==> config.mk <==
export PLATFORM = sky130hd
export DESIGN_NAME = instr_encoder
export DESIGN_NICKNAME = d
export VERILOG_FILES = /design/src/rtl/instr_encoder.sv
export SDC_FILE = /design/constraint.sdc
export NUM_CORES = 1
export LEC_CHECK = 0
export CAP_MARGIN = 20
export CORE_ASPECT_RATIO = 1.75
export CORE_UTILIZATION = 45
export CTS_BUF_LIST = sky130_fd_sc_hd__clkbuf_4
export DETAILED_ROUTE_END_ITERATION = 6
export GPL_TIMING_DRIVEN = 0
export PLACE_DENSITY_LB_ADDON = 0.25
export SYNTH_ARGS = -nofsm -noshare
export SYNTH_HDL_FRONTEND = slang
export SYNTH_SLANG_ARGS = --single-unit
==> constraint.sdc <==
create_clock -name clk -period 5.9 [get_ports clk]
set_clock_uncertainty 0.15 [all_clocks]
set_input_delay 1.18 -clock clk [delete_from_list [all_inputs] [get_ports clk]]
set_output_delay 1.18 -clock clk [all_outputs]
set_load 0.02 [all_outputs]
==> src/rtl/instr_encoder.sv <==
// Packs decoded RV32I fields into instruction words, queues them in a small FIFO
// and streams them to instruction memory through an auto-incrementing write port.
module instr_encoder #(
  parameter int unsigned DEPTH  = 4,
  parameter int unsigned ADDR_W = 12,
  parameter int unsigned BASE   = 0
) (
  input  logic                    clk,
  input  logic                    rst,
  input  logic                    clear,
  input  logic                    in_valid,
  output logic                    in_ready,
  input  logic [2:0]              in_cls,
  input  logic [4:0]              in_rd,
  input  logic [4:0]              in_rs1,
  input  logic [4:0]              in_rs2,
  input  logic [2:0]              in_funct3,
  input  logic                    in_alt,
  input  logic [12:0]             in_imm,
  output logic                    mem_we,
  input  logic                    mem_ready,
  output logic [ADDR_W-1:0]       mem_addr,
  output logic [31:0]             mem_wdata,
  output logic [$clog2(DEPTH):0]  count,
  output logic                    err
);

  localparam int unsigned PW = $clog2(DEPTH);
  localparam int unsigned CW = PW + 1;

  logic [31:0]       fifo_q [DEPTH];
  logic [31:0]       fifo_d [DEPTH];
  logic [PW-1:0]     wr_ptr_q, wr_ptr_d;
  logic [PW-1:0]     rd_ptr_q, rd_ptr_d;
  logic [CW-1:0]     count_q, count_d;
  logic [ADDR_W-1:0] addr_q, addr_d;
  logic [31:0]       wdata_q, wdata_d;
  logic              we_q, we_d;
  logic              ready_q, ready_d;
  logic              err_q, err_d;

  logic [31:0]       enc_word;
  logic              enc_legal;
  logic              accept, push, pop;

  // Field packing per instruction class
  always_comb begin
    enc_word  = '0;
    enc_legal = 1'b1;
    case (in_cls)
      3'd0: enc_word = {in_imm[11:0], in_rs1, 3'b010, in_rd, 7'b0000011};
      3'd1: enc_word = {in_imm[11:5], in_rs2, in_rs1, 3'b010, in_imm[4:0], 7'b0100011};
      3'd2: enc_word = {in_imm[11:0], in_rs1, in_funct3, in_rd, 7'b0010011};
      3'd3: enc_word = {(in_alt ? 7'b0100000 : 7'b0000000), in_rs2, in_rs1, in_funct3,
                        in_rd, 7'b0110011};
      3'd4: enc_word = {in_imm[12], in_imm[10:5], in_rs2, in_rs1, in_funct3,
                        in_imm[4:1], in_imm[11], 7'b1100011};
      default: enc_legal = 1'b0;
    endcase
  end

  assign accept = in_valid && ready_q;
  assign push   = accept && enc_legal && !clear;
  assign pop    = we_q && mem_ready && !clear;

  // FIFO, address counter and registered output next-state
  always_comb begin
    fifo_d   = fifo_q;
    wr_ptr_d = wr_ptr_q;
    rd_ptr_d = rd_ptr_q;
    count_d  = count_q;
    addr_d   = addr_q;
    err_d    = 1'b0;
    if (clear) begin
      wr_ptr_d = '0;
      rd_ptr_d = '0;
      count_d  = '0;
      addr_d   = ADDR_W'(BASE);
    end else begin
      err_d = accept && !enc_legal;
      if (push) begin
        fifo_d[wr_ptr_q] = enc_word;
        wr_ptr_d         = wr_ptr_q + PW'(1);
      end
      if (pop) begin
        rd_ptr_d = rd_ptr_q + PW'(1);
        addr_d   = addr_q + ADDR_W'(4);
      end
      count_d = count_q + CW'(push) - CW'(pop);
    end
    we_d    = (count_d != '0);
    ready_d = (count_d < CW'(DEPTH));
    wdata_d = we_d ? fifo_d[rd_ptr_d] : '0;
  end

  always_ff @(posedge clk or posedge rst) begin
    if (rst) begin
      fifo_q   <= '{default: '0};
      wr_ptr_q <= '0;
      rd_ptr_q <= '0;
      count_q  <= '0;
      addr_q   <= ADDR_W'(BASE);
      wdata_q  <= '0;
      we_q     <= 1'b0;
      ready_q  <= 1'b1;
      err_q    <= 1'b0;
    end else begin
      fifo_q   <= fifo_d;
      wr_ptr_q <= wr_ptr_d;
      rd_ptr_q <= rd_ptr_d;
      count_q  <= count_d;
      addr_q   <= addr_d;
      wdata_q  <= wdata_d;
      we_q     <= we_d;
      ready_q  <= ready_d;
      err_q    <= err_d;
    end
  end

  assign in_ready  = ready_q;
  assign mem_we    = we_q;
  assign mem_addr  = addr_q;
  assign mem_wdata = wdata_q;
  assign count     = count_q;
  assign err       = err_q;

endmodule

==> out/metrics.yaml <==
hp-start: "fifo_q[18]$_DFF_PP0_"
grt_antenna_before_repair: 1
grt_max_degree: 44
drcViolationCount: 0
grt_setup_unrepaired: "no"
period_minus_slack_ns: 5.556
final_layout_size_suffix_gt1_share_pct: 6.165
synth_top_cells_by_count: "sky130_fd_sc_hd__dfrtp_1 (179), sky130_fd_sc_hd__nand2_1 (178), sky130_fd_sc_hd__o21ai_0 (97)"
syn_inst: 834
timing.final.ws_setup_ns: 0.3442
grt_overflow: 0
grt_pass1_vias: 6723
p_seq_share_pct: 48.8
die_y_um: 178.2
worstMarginPinSlew_ns: 1.068
gr-usage-met3_pct: 3.448
ys_dominant_reg_cell: "sky130_fd_sc_hd__dfrtp_1"
share_comb_of_total_power_pct: 32.5
root_buffer: "sky130_fd_sc_hd__clkbuf_4"
crit_fanout: 10
die_w_um: 102.7
io_pins: 90
regToRegEndpoint: "mem_wdata[20]$_DFF_PP0_"
dpl_worst_slack_ns: -0.4968
final_area_um2: 9474
drt-total-wl_mm: 22.46
max-vdd-ir-drop_mv: 0.2255
grt_pass1_wl_mm: 35.65
dp_cells: 1156
worstSetupStartpointType: "input pin"
worst-endpoint-arrival_ns: 5.92
timing.final.hold_violations: 0
regToRegSetupSlack_ns: 1.44
achievable-frequency_mhz: 180.0
initialDrtViolationCount: 449
clk_latency_ns: 0.59
min_delay_worst_endpoint: "fifo_q[18]$_DFF_PP0_"
use_met1_pct: 30.19
ys_ff_latch: 180
sw_frac_of_total_pct: 36.97
finish.net_count: 993
grt.busiest_layer: "met2"
async_reset_ff_share_pct: 100.0
critPathRequiredTime_ns: 6.26
status: "finished, final reports clean"
detail_route.vias_per_cell: 5.564
timing_worst_setup_path_type: "input pin to flip-flop"
cts.reportedPaths.clkPinSlew_ns: 0.15
netlist_top_cells_area: "sky130_fd_sc_hd__dfrtp_1 (56%), sky130_fd_sc_hd__nand2_1 (8.4%), sky130_fd_sc_hd__o21ai_0 (6.1%), sky130_fd_sc_hd__a21oi_1 (4.4%), sky130_fd_sc_hd__clkbuf_1 (2.2%)"
synth.distinct_cells: 53
final-instance-count-excl-fill: 1189
number_of_buffers_inserted_during_clock_tree_synthesis: 17
cellPowerDensity_nw_per_um2: 367.2
fin_crit_sh_pct: 94.17
ant_nets: 0
setup_viol: 0
post-synth-top-count-cell: "sky130_fd_sc_hd__dfrtp_1"
nFillCells: 1681
routabilityCongestion: 0.8363
hpwlAfterDp_mm: 16.49
clock_power_share_pct: 18.6
core_area_um2: 17380
first_pass_iters: 5
timing.max_cap.violations: 0
power.switching_mw: 1.286
synth.yosys.seq_area_share_pct: 56.47
reg2reg_from: "in_ready$_DFF_PP1_"
power_report.internal_total_mw: 2.193
cts_buffer_depth: 2
floorplan_die_area_um2: 18290
ff2ff_path_depth: 13
initial_utilization_pct: 45.92
multiInputGateArea_um2: 3168
hold_path_class: "flip-flop to flip-flop"
power_leakage_nw: 4.176
seq_area_um2: 4506
yosys.area.top_type: "sky130_fd_sc_hd__dfrtp_1"
critPathCaptureType: "flip-flop"
buffer_ports.inserted: 85
cts-htree-levels: 4
synth_area_um2: 7979
area_growth_pct: 18.74
dr_total_vias: 6616
numClockSinks: 180
detailed_place.area_um2: 9216
synth.avg_cell_area_um2: 9.567
grt_use_met2_pct: 46.36
synth_top_area_share_pct: 56.14
fp-row-count: 64
timing.max_slew.rel_slack_pct: 27.78
cts_tree: "built"
drv_slew: 0
edff_count_synth: 0
synth_warnings: 0
min_path_cells: 2
wl_per_cell_um: 18.89
grt.total_usage_pct: 26.35
cts.repair_timing.setup_buffer_count: 0
[cells in the final DEF, fill, tap and decap left out, types with 16 or more instances in the layout]
master / instances
sky130_fd_sc_hd__a21oi_1: 70
sky130_fd_sc_hd__nand2_1: 178
sky130_fd_sc_hd__mux2i_1: 17
sky130_fd_sc_hd__clkbuf_4: 17
sky130_fd_sc_hd__dfrtp_1: 179
sky130_fd_sc_hd__clkdlybuf4s50_1: 85
sky130_fd_sc_hd__o221ai_1: 16
sky130_fd_sc_hd__o21ai_0: 97
sky130_fd_sc_hd__clkbuf_1: 44
sky130_fd_sc_hd__nor2_1: 45
[critical path, cell delays in order]
cell	delay, ns
sky130_fd_sc_hd__clkdlybuf4s50_1	0.53
sky130_fd_sc_hd__clkbuf_1	0.37
sky130_fd_sc_hd__clkbuf_2	0.33
sky130_fd_sc_hd__buf_1	0.39
sky130_fd_sc_hd__nor2_1	0.10
sky130_fd_sc_hd__ha_1	0.28
sky130_fd_sc_hd__inv_1	0.04
sky130_fd_sc_hd__ha_1	0.19
sky130_fd_sc_hd__fa_1	0.39
sky130_fd_sc_hd__xor3_1	0.39
sky130_fd_sc_hd__a21o_1	0.24
sky130_fd_sc_hd__nor3_1	0.45
sky130_fd_sc_hd__clkbuf_2	0.35
sky130_fd_sc_hd__o221ai_1	0.29
sky130_fd_sc_hd__a21oi_1	0.22
sky130_fd_sc_hd__or3_1	0.17
[through the flow]
step           utilization, %  hold slack (ns)  setup TNS, ns  power, mW
2_1_floorplan               -           0.2803              0      2.402
3_3_place_gp            52.52           0.2952         -3.434      2.813
3_5_place_dp            53.04           0.2995         -3.762      2.850
4_1_cts                 54.46           0.3384              0      3.495
5_1_grt                 54.52           0.3463              0      3.690
6_report                54.52           0.3428              0      3.479
[cells by family after synthesis]
| family | share of synthesized area, % |
|---|---|
| flops | 56.47 |
| compound gates | 18.10 |
| xor+xnor | 1.396 |
| other cells | 0.04700 |
| simple gates | 16.07 |
| mux | 2.697 |
| fa+ha+maj | 1.349 |
| buf+inv | 3.873 |
[cell type report]
class	count	share of cell area [%]
clock inverter	14	1.255
clock buffer	17	1.347
inverter	17	0.7132
timing repair buffer	91	9.984
sequential	180	47.56
tap	231	3.051
buffer	59	2.628
antenna	1	0.02641
multi-input combinational	579	33.44
[worst max path at each step]
stage | start | end | cells after the start | slack (ns)
final | clear | mem_wdata[20]$_DFF_PP0_ | 16 | 0.34
after global routing | clear | mem_wdata[20]$_DFF_PP0_ | 16 | 0.07
after CTS | clear | mem_wdata[20]$_DFF_PP0_ | 16 | 0.14
after detailed placement | clear | mem_wdata[20]$_DFF_PP0_ | 16 | -0.50
after global placement | clear | mem_wdata[20]$_DFF_PP0_ | 16 | -0.46
after floorplan | clear | mem_wdata[15]$_DFF_PP0_ | 15 | 1.21
[flip-flops by register name, summed over array words and instances, names as in the netlist]
| register | flops |
|---|---|
| fifo_q | 128 |
| mem_wdata | 32 |
| mem_addr | 10 |
| count | 3 |
| rd_ptr_q | 2 |
| wr_ptr_q | 2 |
| err | 1 |
| in_ready | 1 |
| mem_we | 1 |
[metal layers]
metal  wire [um]  up-vias
met5           0        -
met2       12110      216
li1            -     3101
met3         917       46
met1        8519     3253
met4         916        0
[power by group through the flow]
stage	sequential, mW	combinational [mW]	clock, mW
6_report	1.70	1.13	0.648
5_1_grt	1.73	1.25	0.710
4_1_cts	1.70	1.13	0.665
3_5_place_dp	1.73	1.12	0
3_3_place_gp	1.72	1.10	0
2_1_floorplan	1.80	0.605	0
[what timing repair did]
| item | CTS | global route |
|---|---|---|
| hold buffers | 0 | 0 |
| endpoints found under the setup margin | 0 | 12 |
| resized for setup | 0 | 6 |
No activity file was read; power rests on OpenSTA's default activity.
